[src/rtl/uart_fifo_ctrl.sv]
// FIFO sequencer for a single-port BRAM with 1-cycle registered read data.
// Writes and prefetch reads share the port; the head entry sits in an output register.
module uart_fifo_ctrl #(
    parameter int ADDR_WIDTH = 9,
    parameter int DATA_WIDTH = 8
) (
    input  logic                  clk,
    input  logic                  rst_n,
    input  logic                  flush,
    input  logic                  push_valid,
    output logic                  push_ready,
    input  logic [DATA_WIDTH-1:0] push_data,
    output logic                  pop_valid,
    input  logic                  pop_ready,
    output logic [DATA_WIDTH-1:0] pop_data,
    output logic [ADDR_WIDTH+1:0] level,
    output logic [ADDR_WIDTH-1:0] mem_addr,
    output logic [DATA_WIDTH-1:0] mem_wd,
    output logic                  mem_wen,
    input  logic [DATA_WIDTH-1:0] mem_rd
);
    localparam logic [ADDR_WIDTH:0] FULL_CNT = {1'b1, {ADDR_WIDTH{1'b0}}};

    logic [ADDR_WIDTH-1:0] wr_ptr_q, wr_ptr_d, rd_ptr_q, rd_ptr_d;
    logic [ADDR_WIDTH:0]   cnt_q, cnt_d;
    logic                  inflight_q, inflight_d;
    logic                  out_valid_q, out_valid_d;
    logic [DATA_WIDTH-1:0] out_data_q, out_data_d;
    logic                  prio_q, prio_d;
    logic                  live_q;
    logic                  pop_fire, fetch_req, write, fetch;

    assign pop_fire   = out_valid_q & pop_ready;
    assign fetch_req  = (cnt_q != '0) & !inflight_q & (!out_valid_q | pop_fire) & !flush;
    // live_q keeps push_ready low until the first clock after reset release
    assign push_ready = live_q & !flush & (cnt_q != FULL_CNT) & (!fetch_req | prio_q);
    assign write      = push_valid & push_ready;
    assign fetch      = fetch_req & !write;

    assign mem_wen   = write;
    assign mem_wd    = push_data;
    assign mem_addr  = write ? wr_ptr_q : rd_ptr_q;
    assign pop_valid = out_valid_q;
    assign pop_data  = out_data_q;
    assign level     = {1'b0, cnt_q} + {{(ADDR_WIDTH+1){1'b0}}, inflight_q}
                     + {{(ADDR_WIDTH+1){1'b0}}, out_valid_q};

    always_comb begin
        wr_ptr_d    = wr_ptr_q + {{(ADDR_WIDTH-1){1'b0}}, write};
        rd_ptr_d    = rd_ptr_q + {{(ADDR_WIDTH-1){1'b0}}, fetch};
        cnt_d       = cnt_q + {{ADDR_WIDTH{1'b0}}, write} - {{ADDR_WIDTH{1'b0}}, fetch};
        inflight_d  = fetch;
        out_valid_d = out_valid_q;
        out_data_d  = out_data_q;
        prio_d      = prio_q;
        // A landing read wins over a same-cycle pop clear
        if (inflight_q) begin
            out_valid_d = 1'b1;
            out_data_d  = mem_rd;
        end else if (pop_fire) begin
            out_valid_d = 1'b0;
        end
        if (write)      prio_d = 1'b0;
        else if (fetch) prio_d = 1'b1;
        if (flush) begin
            wr_ptr_d    = '0;
            rd_ptr_d    = '0;
            cnt_d       = '0;
            inflight_d  = 1'b0;
            out_valid_d = 1'b0;
            out_data_d  = out_data_q;
            prio_d      = 1'b1;
        end
    end

    always_ff @(posedge clk or negedge rst_n) begin
        if (!rst_n) begin
            wr_ptr_q    <= '0;
            rd_ptr_q    <= '0;
            cnt_q       <= '0;
            inflight_q  <= 1'b0;
            out_valid_q <= 1'b0;
            out_data_q  <= '0;
            prio_q      <= 1'b1;
            live_q      <= 1'b0;
        end else begin
            wr_ptr_q    <= wr_ptr_d;
            rd_ptr_q    <= rd_ptr_d;
            cnt_q       <= cnt_d;
            inflight_q  <= inflight_d;
            out_valid_q <= out_valid_d;
            out_data_q  <= out_data_d;
            prio_q      <= prio_d;
            live_q      <= 1'b1;
        end
    end
endmodule
[config.mk]
export PLATFORM = sky130hd
export DESIGN_NAME = uart_fifo_ctrl
export DESIGN_NICKNAME = d
export VERILOG_FILES = /design/src/rtl/uart_fifo_ctrl.sv
export SDC_FILE = /design/constraint.sdc
export NUM_CORES = 1
export LEC_CHECK = 0
export CAP_MARGIN = 25
export CORE_ASPECT_RATIO = 1.1
export CORE_UTILIZATION = 45
export CTS_BUF_LIST = sky130_fd_sc_hd__clkbuf_8
export DETAILED_ROUTE_END_ITERATION = 7
export PLACE_DENSITY = 0.73
export SETUP_SLACK_MARGIN = 0.3
export SLEW_MARGIN = 0
export SYNTH_ARGS = -nofsm -noshare
export SYNTH_HDL_FRONTEND = slang
export SYNTH_SLANG_ARGS = --single-unit
[constraint.sdc]
create_clock -name clk -period 5.15 [get_ports clk]
set_clock_uncertainty 0.2 [all_clocks]
set_input_delay 0.7725 -clock clk [delete_from_list [all_inputs] [get_ports clk]]
set_output_delay 0.7725 -clock clk [all_outputs]
set_load 0.02 [all_outputs]
==> results of run 1 <==
## metal layers
metal,wire length (um),vias to the layer above
met5,0,-
met4,82,0
met3,171,8
met2,2392,35
met1,2104,855
li1,-,883
## logic make-up after synthesis
family,share of synthesized area (%)
xor gates and xnor gates,8.317
DFF,39.65
and+or+nand+nor,13.76
adders and majority gates,15.45
other,0.1484
muxes,8.911
AOI/OAI and AO/OA,7.822
buffers and inverters,5.940
## where the power goes
part	total [uW]	internal [uW]	switching, uW
sequential	452	390	62.8
combinational	838	417	420
clock	213	105	107
total	1500	912	591
## layout make-up
class | instances | area share [%]
Sequential cell | 40 | 32.77
Clock inverter | 2 | 0.2455
Timing Repair Buffer | 44 | 14.16
Clock buffer | 6 | 2.700
Inverter | 17 | 2.087
Multi-Input combinational cell | 173 | 44.97
Tap cell | 75 | 3.069
## sequential cells by signal (all words and copies together), names as in the netlist
| register | count |
|---|---|
| cnt_q | 10 |
| rd_ptr_q | 9 |
| wr_ptr_q | 9 |
| pop_data | 8 |
| inflight_q | 1 |
| live_q | 1 |
| pop_valid | 1 |
| prio_q | 1 |
## worst paths after layout
path	from	end	slack, ps
max in group asynchronous	rst_n	cnt_q[4]	3810
min in group asynchronous	rst_n	pop_data[0]	390
worst min-delay path	pop_data[0]	pop_data[0]	310
worst max register to register	cnt_q[2]	cnt_q[8]	1320
worst min register to register	pop_data[0]	pop_data[0]	310
worst max-delay path	flush	mem_addr[3]	1010
## per-stage QoR
step	hold WS [ps]	area (um^2)	utilization [%]	worst slack (ps)
global placement	288.4	2968	55.01	816.1
global route	334.1	3058	56.68	819.7
detailed placement	295.3	2968	55.01	718.3
CTS	312.9	3058	56.68	986.8
floorplan	276.9	2527	-	1469
finish	308.5	3058	56.68	1008
## placed cells by master, fill, tap and decap left out, types with 3 or more instances in the layout
cell	count
nand3_1	9
clkbuf_8	6
a21oi_1	11
clkdlybuf4s50_1	42
and3_1	3
inv_1	19
nor2b_1	12
mux2_2	12
nand2_1	8
o21ai_0	6
or3_1	6
xor2_1	9
nor2_1	27
ha_1	28
xnor2_1	15
mux2_4	6
dfrtp_1	39
==> run metrics, run 1 <==
Power, Total=1503 uW; post-route DRC violation count=0; CP Cell Sequence=clkdlybuf4s50_1 > a2111o_1 > o211a_4 > mux2_4 > clkdlybuf4s50_1; Root Buffer=clkbuf_8; row cnt=28; worst-skew pair later-pin latency=about 290 ps; Synth cell types=37; layout cells sized above 1=around a tenth; Pleak=0.001379 uW; CTS HTree Levels=2; hold path depth=1; hpwl dp=between 3 and 4 mm; worst slew pin tran=approximately 870 ps; GPL Wtd Cong=about 0.8; largest net degree at the start of global routing=slightly above 40; Peak VDD IR=just under 0.3 mV; Detailed Routing Iterations Pass 1=4; initial antenna violation count=0; clk slew on worst S/H paths=70 ps; CP Data Required Time=approximately 4200 ps; leading area contributor after synthesis=dfrtp_1; area of the multi-input gates=1375 um^2; PwrDens=about 490 nW/um^2; Post-synth ARST share=100.0%; met1 GRT Util=between 20 and 25%; die width=about 73 um; type of the worst setup path=primary input to output port; CTS tree=yes; Syn. warnings=0; final hold vios=0; CTS resizes=0; Buf/Inv on CP=2; Placed Cells=349; final setup vio count=0; global-route wire length before repair=7.997 mm; Vert. Die Dim=slightly above 80 um; P&R area growth vs syn=20.99%; count leader, synth=dfrtp_1; Slew Viols, Final=0; IO Port Bufs=43; fin nets=between 300 and 400; Final Cycle Share=80.43%; 1st-iter DRT viols=69; WL final=between 4 and 5 mm; crit path time final=4142 ps; Num Clock Sinks=40; Wirelength per Cell=between 10 and 15 um; relative slew slack=41.89%; Clock Path Buffers=2; remaining antenna violation count=0; met3 Use GR=approximately 3.0%; RSZ-0062 raised after global routing=no; ys flop type=dfrtp_1; Post-CTS Setup Inserts=0; Fmax=roughly 240 MHz; Max Cap Violations=0; arrival time worst endpoint=about 3200 ps; GR peak layer=met2; Antenna Cells=0; area share of the leading cell type in the synthesized netlist=between 30 and 40%; WP depth=5; cell mode on critical path=clkdlybuf4s50_1; Vias per Instance=about 5; Syn Inst Count=approximately 240; Hold/Removal Path Class=register to register; hold buffers post-CTS=0; CP delay by family, top=buffers and inverters; M2 GR Usage=approximately 30%; Worst path max stage delay=650 ps; vias in the first global route=1780; vias=~1800; Starting Density=between 40% and 50%; post-synthesis cell area=roughly 2500 um^2; outcome=finished, final reports clean; CTS Buf Count=5; area of the core=5395 um^2; Post-Route Setup TNS=0 ps; Reg area=1002 um^2; die area=between 5000 and 6000 um^2; num ports=60; crit end category=output port; Yosys reg bits=40; post-synthesis sequential area ratio=39.65%; Area contributors post-synth=dfrtp_1 39%, ha_1 14%, mux2_2 5.3%; reg2reg path depth=16; Crit-path slowest cell=clkdlybuf4s50_1; startpoint types=primary input; post-route insts no fill=~360; number of flops mapped to enable cells by yosys=0; fill count=just over 500; Mapped Nets=294; Total GRT Usage=17.82%; Avg Inst Size Synth=10.40 um^2; worst-path fanout max=15; gr ovfl total=0; Synth top cells by count=39 x dfrtp_1, 28 x ha_1, 27 x nor2_1
(Power assumes the default switching activity.)
==> inputs of run 2 (changes only) <==
==> constraint.sdc (replaced) <==
create_clock -name clk -period 4.13 [get_ports clk]
set_clock_uncertainty 0.2 [all_clocks]
set_input_delay 0.6195 -clock clk [delete_from_list [all_inputs] [get_ports clk]]
set_output_delay 0.6195 -clock clk [all_outputs]
set_load 0.02 [all_outputs]
==> run metrics, run 2 (synthesis gave the netlist of run 1 again) <==
outcome=finished, final reports clean; initial antenna violation count=0 (unchanged); die area=5920 um^2 (unchanged); IO Port Bufs=43 (unchanged); Antenna Cells=0 (unchanged); clk slew on worst S/H paths=80 ps (about the same); area of the core=5395 um^2 (unchanged); Crit-path slowest cell=fa_1; hpwl dp=3.418 mm (-2.8%); CP delay by family, top=compound AO/OA/AOI/OAI gates; Pleak=0.001489 uW (+8.0%); largest registers=cnt_q: 10 flops, rd_ptr_q: 9 flops, wr_ptr_q: 9 flops; worst-skew pair later-pin latency=290 ps (about the same); global-route wire length before repair=7.707 mm (-3.6%); CP Data Required Time=4100 ps (-80 ps); WL final=4.624 mm (-2.7%); Worst path max stage delay=430 ps (-220 ps); CTS HTree Levels=2 (unchanged); Hold/Removal Path Class=primary input to asynchronous set/reset pin; Root Buffer=clkbuf_8; Starting Density=46.85% (unchanged); CP Cell Sequence=inv_1 > ha_1 > nand4b_1 > nor2_1 > a2111o_1 > o211a_4 > nor2_1 > ha_1 > inv_1 > ha_1 > fa_1 > a21oi_2 > nor3b_1 > o31a_1 > xnor2_1 > nor2_1; Placed Cells=350 (+0.29%); Place WS=223.0 ps (-495.3 ps); worst slew pin tran=893.4 ps (+21.75 ps); CTS tree=yes; P&R area growth vs syn=24.16%; startpoint types=register; RSZ-0062 raised after global routing=yes; 1st-iter DRT viols=93 (+35%); Vias per Instance=4.911 (-1.6%); crit path time final=3613 ps; relative slew slack=40.44% (-1.5 points); num ports=60 (unchanged); layout cells sized above 1=13.64% (+3.4 points); Peak VDD IR=0.3358 mV (+15%); final setup margin=517.5 ps (-490.3 ps); gr ovfl total=0 (unchanged); Final Cycle Share=~87%; Buf/Inv on CP=2 (unchanged); vias=1773 (-0.45%); Slew Viols, Final=0 (unchanged); largest net degree at the start of global routing=41 (unchanged); worst-path fanout max=4 (-11); post-route DRC violation count=0 (unchanged); PwrDens=633.7 nW/um^2 (+29%); Wirelength per Cell=12.81 um (-3.7%); die width=73.46 um (unchanged); final setup vio count=0 (unchanged); CTS Buf Count=5 (unchanged); final hold vios=0 (unchanged); Clock Path Buffers=2 (unchanged); row cnt=28 (unchanged); Num Clock Sinks=40 (unchanged); fin nets=336 (+1.2%); commonest non-fill, non-tap cell in the layout=dfrtp_1; vias in the first global route=1684 (-5.4%); Total GRT Usage=17.40% (-0.43 points); Post-Route Setup TNS=0 ps (unchanged); type of the worst setup path=register to register; post-route insts no fill=361 (+1.1%); remaining antenna violation count=0 (unchanged); Max Cap Violations=0 (unchanged); Fmax=between 200 and 300 MHz; GPL Wtd Cong=0.8388 (+7.0%); Vert. Die Dim=80.60 um (unchanged); max FFs per register=10 (unchanged); arrival time worst endpoint=3580 ps (+410 ps); crit end category=register; Detailed Routing Iterations Pass 1=4 (unchanged); most frequent cells in the layout=37 x dfrtp_1, 33 x clkdlybuf4s50_1, 28 x ha_1; Biggest register=cnt_q
-- run 2: worst reg2reg max path, stage by stage, from the launching register on --
cell and delay (ps):
dfrtp_1 410, inv_1 120, ha_1 220, nand4b_1 120
nor2_1 70, a2111o_1 420, o211a_4 250, nor2_1 130
ha_1 140, inv_1 40, ha_1 200, fa_1 430
a21oi_2 170, nor3b_1 80, o31a_1 310, xnor2_1 140
nor2_1 50
-- run 2: per-stage QoR --
stage,hold WS (ps),power [uW],area (um^2),util [%]
final,244.6,1988,3138,58.16
after global routing,320.8,2163,3138,58.16
after CTS,275.1,1982,3104,57.54
after detailed placement,294.0,1615,2975,55.15
after global placement,288.1,1610,2975,55.15
after floorplan,123.9,1301,2527,-
-- run 2: power breakdown --
group	switching [uW]	internal, uW	leakage, uW
clock	138	213	0.0000645
combinational	539	538	0.000906
sequential	73.8	487	0.000519
-- run 2: worst paths after layout --
| kind | from | cells past startpoint | slack, ps | end |
|---|---|---|---|---|
| worst max-delay path | cnt_q[3] | 16 | 520 | cnt_q[8] |
| worst min-delay path | rst_n | 1 | 240 | pop_data[5] |
| worst max register to register | cnt_q[3] | 16 | 520 | cnt_q[8] |
| worst min register to register | pop_data[1] | 1 | 310 | pop_data[1] |
| max in group asynchronous | rst_n | 1 | 2860 | cnt_q[5] |
| min in group clk | pop_data[1] | 1 | 310 | pop_data[1] |
-- run 2: area by class of cell --
cell class,instances,area (um^2)
fillers,496,2257
multi-input cells,173,1386
flip-flops and latches,40,1005
repair buffers,48,462.9
clock buffers,7,96.34
well taps,75,93.84
inverters,17,63.81
clock inverters,1,30.03
-- run 2: what timing repair did --
action                     in CTS  in global routing
cloned                          0                  0
hold endpoints to repair        0                  0
gates resized for setup         8                  5
hold buffers                    0                  0
pin swaps                       0                  1
setup buffers                   1                  2
setup endpoints to repair       9                  7
-- run 2: per-layer routing --
metal,vias to the layer above,share of wire [%],global-route usage [%],wire length [um]
met5,-,0,0,0
met2,40,49,28.90,2276
met1,833,45,21.95,2070
met4,0,2.1,7.692,95
li1,890,-,-,-
met3,10,3.9,3.011,182
